File: config.mk
export PLATFORM = sky130hd
export DESIGN_NAME = la_acquire
export DESIGN_NICKNAME = d
export VERILOG_FILES = /design/src/rtl/la_acquire.sv
export SDC_FILE = /design/constraint.sdc
export NUM_CORES = 1
export LEC_CHECK = 0
export ABC_CLOCK_PERIOD_IN_PS = 3400
export CORE_MARGIN = 3
export CORE_UTILIZATION = 51
export CTS_BUF_LIST = sky130_fd_sc_hd__clkbuf_4
export CTS_CLUSTER_SIZE = 12
export DETAILED_ROUTE_END_ITERATION = 12
export GPL_ROUTABILITY_DRIVEN = 0
export MAX_ROUTING_LAYER = met4
export PLACE_DENSITY = 0.91
export SLEW_MARGIN = 30
export SYNTH_ARGS = -nofsm -noshare
export SYNTH_HDL_FRONTEND = slang
export SYNTH_SLANG_ARGS = --single-unit
File: constraint.sdc
create_clock -name clk -period 3.4 [get_ports clk]
set_input_delay 0.34 -clock clk [delete_from_list [all_inputs] [get_ports clk]]
set_output_delay 0.34 -clock clk [all_outputs]
set_load 0.05 [all_outputs]
File: src/rtl/la_acquire.sv
// la_acquire: pre/arm/post acquisition sequencer between the trigger stage and the capture stream.
module la_acquire #(
  parameter int DN = 2,
  parameter type DT = logic [7:0],
  parameter int CW = 32,
  parameter int DW = $bits(DT)
) (
  input  logic               clk,
  input  logic               rst,
  input  logic               ctl_rst,
  input  logic               ctl_acq,
  input  logic               ctl_stp,
  input  logic               trg_in,
  input  logic [CW-1:0]      cfg_pre,
  input  logic [CW-1:0]      cfg_pst,
  output logic               sts_acq,
  output logic               sts_trg,
  output logic [CW-1:0]      sts_pre,
  output logic [CW-1:0]      sts_pst,
  input  logic [DN*DW-1:0]   sti_tdata,
  input  logic [DN-1:0]      sti_tkeep,
  input  logic               sti_tlast,
  input  logic               sti_tvalid,
  output logic               sti_tready,
  output logic [DN*DW-1:0]   sto_tdata,
  output logic [DN-1:0]      sto_tkeep,
  output logic               sto_tlast,
  output logic               sto_tvalid,
  input  logic               sto_tready
);
  typedef enum logic [1:0] {IDLE, PRE, ARM, POST} state_t;
  state_t state;
  logic beat, fwd, last, unused_tlast;
  logic [CW-1:0] pre_n, pst_n;
  assign unused_tlast = sti_tlast;
  assign sti_tready = ~sto_tvalid | sto_tready;
  assign beat = sti_tvalid & sti_tready;
  assign fwd = beat & (state != IDLE) & ~ctl_stp;
  assign pre_n = &sts_pre ? sts_pre : sts_pre + CW'(1);
  assign pst_n = sts_pst + CW'(1);
  assign last = (state == ARM && trg_in && cfg_pst == '0) || (state == POST && pst_n == cfg_pst);
  assign sts_acq = state != IDLE;
  assign sts_trg = state == POST;
  always_ff @(posedge clk or posedge rst) begin
    if (rst) begin
      state <= IDLE;
      sts_pre <= '0;
      sts_pst <= '0;
      sto_tvalid <= 1'b0;
      sto_tlast <= 1'b0;
      sto_tdata <= '0;
      sto_tkeep <= '0;
    end else if (ctl_rst) begin
      state <= IDLE;
      sts_pre <= '0;
      sts_pst <= '0;
      sto_tvalid <= 1'b0;
      sto_tlast <= 1'b0;
      sto_tdata <= '0;
      sto_tkeep <= '0;
    end else begin
      if (fwd) begin
        sto_tvalid <= 1'b1;
        sto_tdata <= sti_tdata;
        sto_tkeep <= sti_tkeep;
        sto_tlast <= last;
      end else if (sto_tready) begin
        sto_tvalid <= 1'b0;
        sto_tlast <= 1'b0;
      end
      if (state == IDLE) begin
        if (ctl_acq && !ctl_stp) begin
          sts_pre <= '0;
          sts_pst <= '0;
          state <= cfg_pre == '0 ? ARM : PRE;
        end
      end else if (ctl_stp) begin
        state <= IDLE;
      end else if (beat) begin
        case (state)
          PRE: begin
            sts_pre <= pre_n;
            if (pre_n == cfg_pre) state <= ARM;
          end
          ARM: begin
            sts_pre <= pre_n;
            if (trg_in) state <= last ? IDLE : POST;
          end
          POST: begin
            sts_pst <= pst_n;
            if (last) state <= IDLE;
          end
          default: ;
        endcase
      end
    end
  end
endmodule

# == Word-level counts from Yosys, hierarchy flattened ==
# Cells that the tools add are included.
# op_classes
add_sub_neg,2
n_eq_ne,10
muxes,32
n_bitwise,6
n_reduce_logical,22
# op_table
cell,count
$mux 32,12
$add 32x1->32 const B,2
$eq 32x32->1,2
$logic_not 32->1,2
$mux 16,2
$reduce_and 32->1,1
$mux 2,12
$reduce_bool 3->1,4
$reduce_and 4->1,2
$ne 3x2->1 const B,2
$pmux 2 s3,1
$reduce_and 6->1,1
$reduce_bool 6->1,1
$mux 1,5
$ne 5x3->1 const B,1
$ne 5x4->1 const B,1
$ne 5x5->1 const B,1
$eq 2x2->1 const B,2
$logic_and 1x1->1,4
$reduce_bool 2->1,2
$reduce_bool 4->1,1
$and 1x1->1,3
$eq 2x1->1 const B,1
$logic_not 2->1,1
5 further kinds,6
# totals
regBits,86
output_inout_bits,87

# == Depth between registers and ports, before layout ==
# Gate-level depths: netlist of the first run.
# logic_depth
depth_word,11
ltp_mapped,14
ltp_nobuf,12

# == Least setup slack after synthesis of the first run ==
# No wires, ideal clock.
# synth_path
path_kind,register -> register
start,register sts_pre[0]
end,register state[0]
arrival_ns,3.354
required_ns,3.321
path_slack_ns,-0.033
stages_incl_launch_ff,13
n_path_buf,1
cell_sequence,dfrtp_1 ha_1 clkbuf_1 nand3_1 nor3_2 nand4_4 or4_1 a22oi_1 o2111ai_1 nor4_1 nand4_1 a22oi_2 mux2i_1
# synth_via
elab_chain_len,5
elab_cells_between_ends,6
# synth_rtl
element,line_no,rtl
"start, declared",18,"output logic [CW-1:0] sts_pre,"
"start signal, assigned",82,sts_pre <= pre_n;
"start signal, assigned",86,sts_pre <= pre_n;
$add 32x1->32 / $reduce_and 32->1 (equally long branches),39,assign pre_n = &sts_pre ? sts_pre : sts_pre + CW'(1);
$mux 32 *,39,
$eq 32x32->1 *,83,if (pre_n == cfg_pre) state <= ARM;
$ne 5x5->1 (no source line) *,n/a,
$reduce_and 6->1 (no source line) *,n/a,
"end signal, assigned",75,state <= cfg_pre == '0 ? ARM : PRE;
"end signal, assigned",87,if (trg_in) state <= last ? IDLE : POST;
"end, declared",32,state_t state;
# Mark *: on every way between the ends. The rest lies on a longest branch, timed or not.
# A chain may end at the register's enable or synchronous reset.

# == Final worst setup path of the first run ==
# layout_path
start,register sts_pre[13]
end,register state[1]
# The elaborated chain is that of the path after synthesis.

==> flow_summary.yaml, run 1 <==
grt:
  grt_antenna_before_repair: 0
  overflow: 0
  grt_pass1_vias: 7621
  grt_pass1_wl_um: 37900
  grt_usage_pct: 32.6
  grt_max_degree: 35
layout:
  final_cell_mix: "clkdlybuf4s50_1, o21ai_0, nand2_1, dfrtp_1, buf_4"
  num_antenna_cells: 0
  final_layout_size_suffix_gt1_share_pct: 11.2
  nNetsFinal: 1131
  area_growth_pct: 36.4
  final_common_cell: "clkdlybuf4s50_1"
  final_area_um2: 9270
  fillers: 981
detailed_routing:
  viasPerCell: 6.60
  ant_nets: 0
  drcViolationCount: 0
  routedWlPerCell_um: 19.7
  first_pass_iters: 8
  routed_wl_um: 23800
  num_vias: 7988
  drt_iter0_markers: 969
cts:
  htree_levels: 3
  clock_sinks: 86
  clk_latency_ns: 0.46
  cts_buffers: 9
  cts_hold_buf: 0
  root_buffer: "clkbuf_4"
  clk_pin_slew_worst_paths_ns: 0.14
  cts_tree: "done"
  cts_max_path_buffers: 2
floorplan:
  die_x_um: 121
  dieArea_um2: 14700
  die_h_um: 121
  coreArea_um2: 12800
  rows: 41
  initial_core_util_pct: 53.0
  ios: 178
worst_hold_path:
  worstHoldPathType: "primary input to asynchronous set/reset pin"
timing:
  layout_worst_path_cycle_share_pct: 95.9
  rsz0062_at_grt: "false"
  whs_ns: 0.237
  hold_viol_final: 0
  max_freq_mhz: 307
  maxSlewHeadroom_pct: 43.6
  worst_slack_ns: 0.140
  timing.final.max_slew_violations: 0
  period_minus_slack_ns: 3.26
  finClkSkew_ns: 0.0142
  setup_viol: 0
  tns_ns: 0
  tightest_slew_ns: 0.844
pwr:
  p_leak_nw: 3.62
  peakVddDrop_mv: 0.262
  p_total_mw: 2.82
  power-per-cell-area_nw_per_um2: 305
setup_path:
  endpoint_kind: "flop"
  arrival_ns: 3.66
  crit_type: "flop to flop"
  crit_path_max_fanout: 10
  crit_required_ns: 3.80
  cp-start-kind: "flop"
place:
  io_buffers: 176
  place_hpwl_um: 18000
  place_ws_ns: 0.0371
  place_area_um2: 9040
yosys:
  synth_warnings: 0
  synth_flop_cell: "dfrtp_1"
  synth.distinct_cells: 65
  synth_seq_cells: 86
  synth_area_um2: 6800
  synth_fp_nets: 934
  synth_area_per_cell_um2: 8.12
  syn_inst: 837
  async_flop_share_pct: 100
  synth_edf_count: 0
  yosysSeqAreaShare_pct: 31.7
status:
  status: "finished, final reports clean"
flow_run:
  maxCapViolCount: 0
-- final timing paths --
kind,startpoint,end,slack (ns),depth (start not counted)
worst max-delay path,sts_pre[13],state[1],0.14,10
worst min-delay path,rst,sts_pst[16],0.24,2
worst max register to register,sts_pre[13],state[1],0.14,10
worst min register to register,sto_tdata[12],sto_tdata[12],0.53,1
max in group asynchronous,rst,sts_pre[1],2.25,3
min in group clk,sti_tdata[9],sto_tdata[9],0.47,2
-- stage by stage --
| stage | util (%) | cells |
|---|---|---|
| detailed placement | 70.5 | 1193 |
| global placement | 70.4 | 1193 |
| global route | 72.3 | 1210 |
| finish | 72.3 | 1210 |
| CTS | 71.6 | 1208 |
| floorplan | - | 837 |
-- cell type report --
| type | instances | area [um^2] | share of cell area [%] |
|---|---|---|---|
| clock buffer | 10 | 75.1 | 0.810 |
| multi-input combinational | 677 | 4430 | 47.8 |
| inverter | 17 | 65.1 | 0.702 |
| tap | 172 | 215 | 2.32 |
| clock inverter | 5 | 60.1 | 0.648 |
| sequential | 86 | 2160 | 23.3 |
| timing repair buffer | 243 | 2260 | 24.4 |
-- state kept, by name (all words and copies together), names as in the netlist --
register,cells
sts_pre,32
sts_pst,32
sto_tdata,16
state,2
sto_tkeep,2
sto_tlast,1
sto_tvalid,1
-- worst max-delay path: stages (launching register included) --
cell	delay, ns
dfrtp_1	0.47
and4_1	0.29
and2_1	0.38
nand4_4	0.13
or4_1	0.54
a22oi_1	0.24
o2111ai_1	0.15
nor4_1	0.37
nand4_1	0.17
a22oi_2	0.23
mux2i_1	0.22
-- cells in the mapped netlist (all sizes together) (4+ instances only) --
library cell | n | area share (%)
and2 | 18 | 1.7
clkbuf | 40 | 2.2
inv | 17 | 0.94
nand3 | 36 | 2.7
o22ai | 4 | 0.37
o211ai | 4 | 0.44
xnor2 | 53 | 6.8
a32o | 4 | 0.59
a2111oi | 4 | 0.52
xor2 | 35 | 4.5
mux2i | 7 | 1.0
or4 | 4 | 0.44
ha | 6 | 1.1
a22o | 20 | 2.6
buf | 17 | 1.4
nor3 | 19 | 1.5
and3 | 26 | 2.4
nand2b | 8 | 0.74
nor4 | 28 | 3.0
or3 | 7 | 0.64
dfrtp | 86 | 32
a31oi | 18 | 1.7
nand4 | 38 | 3.7
and4 | 16 | 2.1
nand2 | 78 | 4.3
a211oi | 7 | 0.77
o31ai | 29 | 3.2
nor2 | 47 | 2.6
o41ai | 11 | 1.4
o21ai | 87 | 6.4
a21oi | 25 | 1.8
-- power breakdown --
| group | internal [mW] | total, mW | switching, mW |
|---|---|---|---|
| Combinational | 0.412 | 1.11 | 0.698 |
| Sequential | 1.07 | 1.11 | 0.0405 |
| Clock | 0.231 | 0.607 | 0.376 |
-- kinds of logic (layout without fill, tap and decap cells) --
kind of cell,count (synthesis),count (layout),share of synthesized area [%]
AND/OR/NAND/NOR,335,335,26.8
AO/OA/AOI/OAI,241,241,23.5
XOR/XNOR,88,88,11.3
flip-flops,86,86,31.7
buffers and inverters,74,275,4.55
multiplexers,7,7,1.03
adder cells (fa/ha/maj),6,6,1.10
-- what timing repair did --
| action | CTS | global route |
|---|---|---|
| endpoints found under the setup margin | 1 | 2 |
| gates resized for setup | 1 | 22 |
| setup buffers | 0 | 2 |
-- per-layer routing --
layer	GRT usage, %	vias to the layer above	wire length, um
met5	-	-	0
met4	13.3	0	939
met3	6.06	93	2970
met2	48.1	636	10500
met1	44.4	3710	9410
li1	-	3549	-
(Power assumes the default switching activity.)
==> run 2: changes to the inputs <==
--- a/config.mk
+++ b/config.mk
@@ -5,15 +5,17 @@
 export SDC_FILE = /design/constraint.sdc
 export NUM_CORES = 1
 export LEC_CHECK = 0
+export ABC_AREA = 1
 export ABC_CLOCK_PERIOD_IN_PS = 3400
 export CORE_MARGIN = 3
-export CORE_UTILIZATION = 51
+export CORE_UTILIZATION = 52
 export CTS_BUF_LIST = sky130_fd_sc_hd__clkbuf_4
 export CTS_CLUSTER_SIZE = 12
 export DETAILED_ROUTE_END_ITERATION = 12
 export GPL_ROUTABILITY_DRIVEN = 0
+export HOLD_SLACK_MARGIN = 0.05
 export MAX_ROUTING_LAYER = met4
-export PLACE_DENSITY = 0.91
+export PLACE_DENSITY = 0.92
 export SLEW_MARGIN = 30
 export SYNTH_ARGS = -nofsm -noshare
 export SYNTH_HDL_FRONTEND = slang
==> run 2 against run 1 <==
Compared with the run above:
- die area is 2.1% higher
- hold slack worse by 0.056 ns
- critical path depth is 9 higher
- register-to-register slack better by 0.22 ns
- sequential cell count stayed put
- fmax is 7.2% higher
- routed wire length is 0.69% lower
- clock-buffer cell count is 1 lower
- power is 5.4% higher
- synthesized area is 4.2% higher
- critical endpoint unchanged
==> flow_summary.yaml, run 2 <==
status:
  status: "finished, final reports clean"
cts:
  clk_latency_ns: 0.47
  htree_levels: 3
  cts_buffers: 9
  cts_max_path_buffers: 2
  clk_pin_slew_worst_paths_ns: 0.17
  cts_tree: "done"
  clock_sinks: 86
  cts_hold_buf: 0
  cts_resized: 0
  post_cts_buffers: 0
  root_buffer: "clkbuf_4"
pwr:
  peakVddDrop_mv: 0.289
  p_leak_nw: 4.13
  p_total_mw: 2.98
  power-per-cell-area_nw_per_um2: 323
timing:
  max_freq_mhz: 329
  maxSlewHeadroom_pct: 51.2
  layout_worst_path_cycle_share_pct: 89.5
  tns_ns: 0
  setup_viol: 0
  timing.final.max_slew_violations: 0
  hold_viol_final: 0
  tightest_slew_ns: 0.725
  finClkSkew_ns: 0.0205
  rsz0062_at_grt: "false"
  period_minus_slack_ns: 3.04
detailed_routing:
  drt_iter0_markers: 1194
  first_pass_iters: 6
  routedWlPerCell_um: 15.5
  viasPerCell: 5.67
  routed_wl_um: 23700
  num_vias: 8639
  drcViolationCount: 0
  ant_nets: 0
yosys:
  synth_common_cells: "nand2_1, nand3_1, inv_1"
  yosys.area.top_type: "dfrtp_1"
  yosys.area_share.simple_pct: 48.3
  synth_edf_count: 0
  synth_flop_cell: "dfrtp_1"
  async_flop_share_pct: 100
  synth_warnings: 0
  synth-xor-area-share_pct: 1.73
  synth_area_per_cell_um2: 6.08
  synthMuxAreaShare_pct: 0
  syn_inst: 1166
  synth.distinct_cells: 35
  synthTopCellsByArea: "dfrtp_1, nand2_1, nand3_1"
  yosysMostFrequentCell: "nand2_1"
  synthAdderAreaFrac_pct: 1.06
  netlist.area_leader.share_pct: 30.4
  yosysSeqAreaShare_pct: 30.4
  synth_top_family_by_area: "simple AND/OR/NAND/NOR gates"
  synth_seq_cells: 86
  synth_fp_nets: 1263
  synth-compound-area-share_pct: 9.18
  synth_area_um2: 7080
floorplan:
  die_h_um: 123
  initial_core_util_pct: 53.3
  die_x_um: 123
  rows: 42
  dieArea_um2: 15100
  ios: 178
  coreArea_um2: 13300
setup_path:
  cp_common_cell: "nand2_1"
  cp_slowest_cell: "dfrtp_1"
  timing.reg2reg.setup_slack_ns: 0.36
  crit_path_max_fanout: 49
  endpoint_kind: "flop"
  cp-start-kind: "flop"
  path_cells: "ha_1 > nand2_2 > nor2_4 > nand2_4 > nor2_8 > nand2_4 > nand2_1 > nand2_1 > nand2_1 > nand4_1 > nor2_1 > nand2_1 > nor2_1 > nand2_1 > nand2_1 > nand2_1 > a21oi_2 > nand2_1 > nand2_1"
  crit_type: "flop to flop"
  crit_path_max_incr_delay_ns: 0.47
  cp_top_family: "simple AND/OR/NAND/NOR gates"
  path_buf_inv: 0
  arrival_ns: 3.46
  crit_required_ns: 3.81
grt:
  grt_pass1_wl_um: 37400
  grt_pass1_vias: 7867
  grt_antenna_before_repair: 0
  grt_max_degree: 50
  grt_usage_pct: 32.0
  overflow: 0
worst_hold_path:
  worstHoldPathType: "primary input to asynchronous set/reset pin"
layout:
  final_common_cell: "nand2_1"
  top_regs: "sts_pre x32, sts_pst x32, sto_tdata x16"
  area_growth_pct: 30.3
  num_antenna_cells: 0
  fillers: 1100
  final_cell_mix: "nand2_1, clkdlybuf4s50_1, nand3_1, inv_1, nor2_1"
  nNetsFinal: 1439
  final_layout_size_suffix_gt1_share_pct: 5.05
place:
  place_hpwl_um: 18400
  io_buffers: 176
flow_run:
  maxCapViolCount: 0
[run 2: routing by layer]
layer	part of all wire, %	global-route usage (%)
met5	0	-
met4	4.8	15.7
met3	12	5.67
met2	44	48.7
met1	39	41.1
[run 2: final timing paths]
path,end,startpoint,cells after the start
setup / recovery,state[1],sts_pre[0],19
hold / removal,sts_pre[7],rst,2
setup reg to reg,state[1],sts_pre[0],19
hold reg to reg,sto_tdata[5],sto_tdata[5],1
max in group asynchronous,sto_tdata[12],rst,3
min in group clk,sto_tdata[10],sti_tdata[10],2
[run 2: final cells by class]
cell class	count	area [um^2]	share of cell area, %
well taps	176	220	2.39
inverters	150	564	6.11
flip-flops and latches	86	2150	23.3
clock inverters	7	105	1.14
multi-input cells	908	4280	46.3
repair buffers	187	1840	20.0
clock buffers	9	67.6	0.732
[run 2: cell families after synthesis]
kind of cell,Yosys count
xor gates and xnor gates,14
and+or+nand+nor,784
DFF,86
AOI/OAI and AO/OA,104
adders and majority gates,6
buffers and inverters,172
[run 2: report_power, final]
| part | internal [mW] | leakage, nW | switching [mW] |
|---|---|---|---|
| clock network | 0.308 | 0.0886 | 0.417 |
| logic | 0.370 | 2.84 | 0.759 |
| registers | 1.07 | 1.20 | 0.0532 |
| total | 1.75 | 4.13 | 1.23 |
[run 2: through the flow]
| stage | area [um^2] | instances | util, % | setup slack, ns | hold slack, ns |
|---|---|---|---|---|---|
| 2_1_floorplan | 7080 | 1166 | - | 0.683 | 0.403 |
| 3_3_place_gp | 9060 | 1507 | 68.1 | 0.521 | 0.483 |
| 3_5_place_dp | 9060 | 1507 | 68.1 | 0.486 | 0.487 |
| 4_1_cts | 9230 | 1523 | 69.4 | 0.451 | 0.195 |
| 5_1_grt | 9230 | 1523 | 69.4 | 0.0791 | 0.211 |
| 6_report | 9230 | 1523 | 69.4 | 0.358 | 0.181 |
